--- config.mk ---
export PLATFORM = sky130hd
export DESIGN_NAME = fetch_decode_queue
export DESIGN_NICKNAME = d
export VERILOG_FILES = /design/src/rtl/fetch_decode_queue.sv
export SDC_FILE = /design/constraint.sdc
export NUM_CORES = 1
export LEC_CHECK = 0
export BUFFER_PORTS_ARGS = -buffer_cell sky130_fd_sc_hd__buf_2
export CAP_MARGIN = 5
export CELL_PAD_IN_SITES_DETAIL_PLACEMENT = 1
export CELL_PAD_IN_SITES_GLOBAL_PLACEMENT = 2
export CORE_MARGIN = 4
export CORE_UTILIZATION = 35
export DETAILED_ROUTE_END_ITERATION = 10
export GPL_TIMING_DRIVEN = 0
export PLACE_DENSITY_LB_ADDON = 0.1
export SYNTH_ARGS = -nofsm -noshare
export SYNTH_HDL_FRONTEND = slang
export SYNTH_SLANG_ARGS = --single-unit
--- constraint.sdc ---
create_clock -name clk -period 3.3 [get_ports clk]
set_clock_uncertainty 0.05 [all_clocks]
set_input_delay 0.165 -clock clk [delete_from_list [all_inputs] [get_ports clk]]
set_output_delay 0.165 -clock clk [all_outputs]
set_load 0.05 [all_outputs]
--- src/rtl/fetch_decode_queue.sv ---
// fetch_decode_queue
//   Instruction buffer between fetch and decode. Each accepted {pc, instr}
//   pair is stored in a small circular FIFO. The head entry is presented
//   already split into MIPS-style fields.
//
//   Handshake: a transfer happens on a rising edge when valid and ready are
//   both high. in_ready depends only on occupancy, so a full queue never
//   accepts a new pair, even when the head is popped on the same edge.
//   out_valid means the head holds a real entry. Head data may not be
//   withdrawn until it is consumed, or until flush or rst clears the queue.
//
//   Ports
//     clk, rst                 clock, synchronous active-high reset
//     in_valid/in_ready        fetch-side handshake
//     in_pc, in_instr          fetched pair
//     flush                    discard all queued entries (redirect)
//     out_valid/out_ready      decode-side handshake
//     out_pc, out_pc4          head PC and head PC + 4 (mod 2^32)
//     out_instr                head instruction word
//     out_opcode .. out_imm    field slices of out_instr
//     out_is_branch/is_jump    opcode class flags
//     count                    occupancy, 0..DEPTH
module fetch_decode_queue #(
    parameter int DEPTH = 4,
    parameter int PTR_W = 2
) (
    input  logic             clk,
    input  logic             rst,
    input  logic             in_valid,
    input  logic [31:0]      in_pc,
    input  logic [31:0]      in_instr,
    output logic             in_ready,
    input  logic             flush,
    input  logic             out_ready,
    output logic             out_valid,
    output logic [31:0]      out_pc,
    output logic [31:0]      out_pc4,
    output logic [31:0]      out_instr,
    output logic [5:0]       out_opcode,
    output logic [4:0]       out_rs,
    output logic [4:0]       out_rt,
    output logic [4:0]       out_rd,
    output logic [4:0]       out_shamt,
    output logic [5:0]       out_funct,
    output logic [15:0]      out_imm,
    output logic             out_is_branch,
    output logic             out_is_jump,
    output logic [PTR_W:0]   count
);

    localparam logic [PTR_W-1:0] PTR_ONE  = PTR_W'(1);
    localparam logic [PTR_W:0]   CNT_ONE  = (PTR_W+1)'(1);
    localparam logic [PTR_W:0]   CNT_FULL = (PTR_W+1)'(DEPTH);

    logic [31:0]      r_pc_mem    [DEPTH];
    logic [31:0]      r_instr_mem [DEPTH];
    logic [PTR_W-1:0] r_wr_ptr;
    logic [PTR_W-1:0] r_rd_ptr;
    logic [PTR_W:0]   r_count;

    logic             w_push;
    logic             w_pop;
    logic [31:0]      w_head_pc;
    logic [31:0]      w_head_instr;

    assign in_ready  = (r_count != CNT_FULL);
    assign out_valid = (r_count != '0);
    assign count     = r_count;

    assign w_push = in_valid && in_ready;
    assign w_pop  = out_valid && out_ready;

    // Pointers and occupancy. rst wins over flush. Flush wins over any
    // push or pop on the same edge, so the incoming pair is dropped.
    always_ff @(posedge clk) begin
        if (rst || flush) begin
            r_wr_ptr <= '0;
            r_rd_ptr <= '0;
            r_count  <= '0;
        end else begin
            if (w_push) begin
                r_wr_ptr <= r_wr_ptr + PTR_ONE;
            end
            if (w_pop) begin
                r_rd_ptr <= r_rd_ptr + PTR_ONE;
            end
            if (w_push && !w_pop) begin
                r_count <= r_count + CNT_ONE;
            end else if (w_pop && !w_push) begin
                r_count <= r_count - CNT_ONE;
            end
        end
    end

    // Storage has no reset. Entries are only read back while counted valid.
    always_ff @(posedge clk) begin
        if (w_push && !rst && !flush) begin
            r_pc_mem[r_wr_ptr]    <= in_pc;
            r_instr_mem[r_wr_ptr] <= in_instr;
        end
    end

    // Head outputs are forced to zero while the queue is empty, so
    // stale storage never reaches decode.
    assign w_head_pc    = out_valid ? r_pc_mem[r_rd_ptr]    : 32'd0;
    assign w_head_instr = out_valid ? r_instr_mem[r_rd_ptr] : 32'd0;

    assign out_pc    = w_head_pc;
    assign out_pc4   = out_valid ? (w_head_pc + 32'd4) : 32'd0;
    assign out_instr = w_head_instr;

    assign out_opcode = w_head_instr[31:26];
    assign out_rs     = w_head_instr[25:21];
    assign out_rt     = w_head_instr[20:16];
    assign out_rd     = w_head_instr[15:11];
    assign out_shamt  = w_head_instr[10:6];
    assign out_funct  = w_head_instr[5:0];
    assign out_imm    = w_head_instr[15:0];

    // A zeroed head has opcode 0, which matches neither class.
    assign out_is_branch = (w_head_instr[31:26] == 6'b000100) ||
                           (w_head_instr[31:26] == 6'b000101);
    assign out_is_jump   = (w_head_instr[31:26] == 6'b000010) ||
                           (w_head_instr[31:26] == 6'b000011);

endmodule

# Word-level counts from Yosys, hierarchy flattened
# Memories as Yosys holds them, arrays and structs flattened. A register that Yosys moved wholly into a read port is not among the register bits.
# Cells that the tools add are included.
dict set report totals {
  ff_bits 7
  latchBits 0
  mem_bits_rw 256
  rom_bits 0
  word_cells 41
  mem_count 2
}
# name words width read_ports rd_ports_with_merged_regs wr line
set memory_table {}
lappend memory_table {r_instr_mem 4 32 1 1 1 56} ;# logic [31:0] r_instr_mem [DEPTH];
lappend memory_table {r_pc_mem 4 32 1 1 1 55} ;# logic [31:0] r_pc_mem [DEPTH];
dict set report classes {
  n_addsub 5
  multipliers 0
  div 0
  n_lt_le_gt_ge 0
  eq_ne 5
  shifts 0
  mux 11
  n_bitwise 0
  reduce_logical 15
}
# cell n
set ops {}
lappend ops {{$mux W32} 3}
lappend ops {{$add A32 B3 Y32 const B} 1}
lappend ops {{$eq A6 B2 Y1 const B} 2}
lappend ops {{$eq A6 B3 Y1 const B} 2}
lappend ops {{$mux W2} 4}
lappend ops {{$logic_and A1 B1 Y1} 6}
lappend ops {{$mux W3} 2}
lappend ops {{$add A2 B1 Y2 const B} 2}
lappend ops {{$logic_not A1 Y1} 4}
lappend ops {{$add A3 B1 Y3 const B} 1}
lappend ops {{$logic_or A1 B1 Y1} 3}
lappend ops {{$ne A3 B3 Y1 const B} 1}
lappend ops {{$reduce_bool A3 Y1} 1}
lappend ops {{$sub A3 B1 Y3 const B} 1}
lappend ops {{$mux W1} 2}
lappend ops {{$reduce_bool A2 Y1} 1}

# Logic depth before layout (Yosys ltp)
dict set report depth {
  depth_word 6
  ltp_mapped 12
  ltp_nobuf 9
}

# Worst setup path before layout
# OpenSTA, ideal clock, no wires.
dict set report synth_timing {
  path_kind {register to output}
  startpoint {register r_count[0] (netlist: count[0])}
  endpoint {output port out_pc4[30]}
  arrival_time_ns 4.694
  required_time_ns 3.085
  path_slack_ns -1.609
  path_stages_with_launch 12
  cell_sequence {dfxtp_1 nor3_1 inv_1 clkbuf_1 clkbuf_1 and2_1 ha_1 o21ai_1 or3_1 clkbuf_1 or4_1 a21oi_1}
}
dict set report synth_via {
  elab_chain_len 4
}
# item line
set synth_lines {}
lappend synth_lines {{start: declaration} 59} ;# logic [PTR_W:0] r_count;
lappend synth_lines {{start signal: assignment} 88} ;# r_count <= r_count + CNT_ONE;
lappend synth_lines {{start signal: assignment} 90} ;# r_count <= r_count - CNT_ONE;
lappend synth_lines {{$reduce_bool A3 Y1} 67} ;# assign out_valid = (r_count != '0);
lappend synth_lines {{net out_valid} 35} ;# output logic out_valid,
lappend synth_lines {{$mux W32} 105} ;# assign w_head_pc = out_valid ? r_pc_mem[r_rd_ptr] : 32'd0;
lappend synth_lines {{net out_pc[2]} 36} ;# output logic [31:0] out_pc,
lappend synth_lines {{$add A32 B3 Y32} 109} ;# assign out_pc4 = out_valid ? (w_head_pc + 32'd4) : 32'd0;
lappend synth_lines {{$mux W32} 109}
lappend synth_lines {{end: declaration} 37} ;# output logic [31:0] out_pc4,
# The timed path passes the listed nets, and every way through them passes these cells.

==> out/metrics.csv <==
metric;value;unit
drt-total-wl;32.1;mm
critical_path_class;flop to primary output;
drv_slew;0;
startpoint_type;flop;
clkLatencyLatePin;560;ps
p_int;6.49;mW
ioPinCount;220;
yosysWarnings;0;
place_hpwl;20.3;mm
yosysMostFrequentCell;edfxtp_1;
cts_tree;yes;
wire_per_inst;21.6;microns
rsz0062_at_grt;true;
max_freq;287;MHz
vias_per_cell;4.80;
syn_area;11400;sq um
synth-seq-area-share;0.687;
fin_crit;3490;ps
die_h;189;microns
irDropWorstVdd;0.410;mV
synthesis.nets;735;
worstMarginPinSlew;854;ps
cts-root-buf;clkbuf_16;
totalPowerFinal;9.43;mW
fin_nets;1107;
yosys-top-cells-area;edfxtp_1 67%, mux4_2 11%, and2_1 3.6%;
sw_frac_of_total;0.312;
yosys-top-cells-count;256 x edfxtp_1, 66 x and2_1, 54 x mux4_2;
rows;65;
num-fill-cells;3143;
multiInputGateArea;3360;sq um
final-hold-violation-count;0;
p_leak;5.97;nW
synth_top_area_cell;edfxtp_1;
switching_power;2.94;mW
seqPwrFrac;0.398;
grt_pass1_wl;47.6;mm
wl_met3;1.50;mm
numPortBuffers;219;
core;31900;sq um
avgSynthCellArea;17.4;sq um
violations;negative setup slack;
power_density;585;nW/um^2
setup_viol;10;
synthArstFlopShare;0;
antenna_found_initial;1;
synth_top_area_share;0.671;
routed.top_layer;met5;
dr.pass1.iters;4;
regArea;7880;sq um
fin_ws;-189;ps
synth_ff_type;edfxtp_1;
layout-drive-gt1-share;0.497;
combPwrFrac;0.251;
cp.arrival;3270;ps
global_route.usage.total;0.172;
worstPathMaxFanout;8;
start_util;0.359;
die-area;35700;sq um
synth_edf_count;256;
p_clk_frac;0.350;
syn_inst;659;
ys_types;45;
cts_max_level;1;
place_ws;-1220;ps
ant_nets;0;
setup_tns;-1130;ps
clkTransAtPathRegs;60;ps
period_share;1.06;
synth_seq_cells;265;
max_slew_margin;0.431;
grt-ovfl-total;0;
grt_pass1_vias;7985;
wl_met2;16.6;mm
cts_buffer_depth;3;
utilization;0.505;
status;finished, violations left;
grt_max_degree;53;
die_x;189;microns
required;3080;ps
via_count;7151;
drc_errors;0;
first_iter_violations;369;
antenna_cells;0;
hold_class;input port to flop;
met1_length;13.5;mm
place_congestion;0.721;
maxCapViolations;0;
cts.sinks;265;
cts_buffers;31;
syn_to_final_growth;40.7;%
endpoint_kind;primary output;
layout by cell type, fill, tap and decap left out, drive strengths merged, types with 2 or more instances in the layout:
master,n
ha,6
nand2,17
a21oi,13
dfxtp,9
and4,2
dlygate4sd3,65
xor2,7
nand4,2
buf,326
nor3,4
or2,2
clkinv,11
o22ai,2
or4,7
clkbuf,71
and2,67
nor2,32
xnor2,12
bufinv,2
o211ai,3
mux4,63
nand3,8
edfxtp,256
inv,10
nor3b,2
or3,11
nor4,4
o21ai,12
mux2i,5
mux2,3
and3,7
nor4b,2
nand4b,3
o31ai,5
worst paths after layout:
path,start,endpoint,slack [ps],cells past startpoint
worst max-delay path,flop,out_pc4[29],-190,9
worst min-delay path,rst,count[0]$_SDFFE_PP0P_,180,4
worst max register to register,count[1]$_SDFFE_PP0P_,count[2]$_SDFFE_PP0P_,750,11
worst min register to register,r_rd_ptr[0]$_SDFFE_PP0P_,r_rd_ptr[0]$_SDFFE_PP0P_,490,2
area by class of cell:
cell class / instances / area share
clock inverters: 15 / 0.00870
well taps: 435 / 0.0338
plain buffers: 79 / 0.0465
flip-flops and latches: 265 / 0.489
multi-input cells: 305 / 0.209
inverters: 9 / 0.00210
repair buffers: 340 / 0.158
clock buffers: 43 / 0.0534
power groups by stage:
stage / registers (mW) / clock network, mW / logic (mW)
after floorplan: 3.84 / 0 / 1.51
after global placement: 3.83 / 0 / 2.04
after detailed placement: 3.83 / 0 / 2.07
after CTS: 3.76 / 3.41 / 2.28
after global routing: 3.76 / 3.55 / 2.49
final: 3.76 / 3.30 / 2.37
critical path, cell delays in order (launching register included):
cell and delay [ps]:
dfxtp_4 360, buf_8 140, buf_12 140, mux4_2 370, and4_4 240, nand4b_4 120
or3_4 450, or4_4 520, a21oi_4 180, buf_6 180
logic make-up (layout without fill, tap and decap cells):
| family | after synthesis | after routing | synth area share |
|---|---|---|---|
| flops | 265 | 265 | 0.687 |
| simple gates | 170 | 172 | 0.0870 |
| buf+inv | 91 | 486 | 0.0508 |
| mux | 71 | 71 | 0.134 |
| compound gates | 36 | 36 | 0.0180 |
| xor+xnor | 19 | 19 | 0.0145 |
| fa+ha+maj | 7 | 7 | 0.00830 |
metal layers:
metal,up-vias,global-route usage
li1,3266,-
met1,3666,0.221
met2,183,0.308
met3,34,0.0306
met4,2,0.0362
met5,-,0
state kept, by name, indices dropped and copies added (netlist names), named ones only:
signal       cells
r_pc_mem       128
r_rd_ptr         2
count            3
r_instr_mem    128
r_wr_ptr         2
per-stage QoR:
step / instances / instance area [sq um] / hold WS, ps
after floorplan: 659 / 11600 / 214
after global placement: 1313 / 13200 / 323
after detailed placement: 1317 / 13300 / 335
after CTS: 1465 / 15600 / 134
after global routing: 1491 / 16100 / 193
final: 1491 / 16100 / 178
repair_timing:
action	CTS	global route
resized for setup	119	97
pin swaps	17	17
hold buffers	65	0
hold endpoints to repair	259	0
setup endpoints to repair	130	54
setup buffers	24	23
gates cloned	2	6
Power figures use the tool's default switching activity.
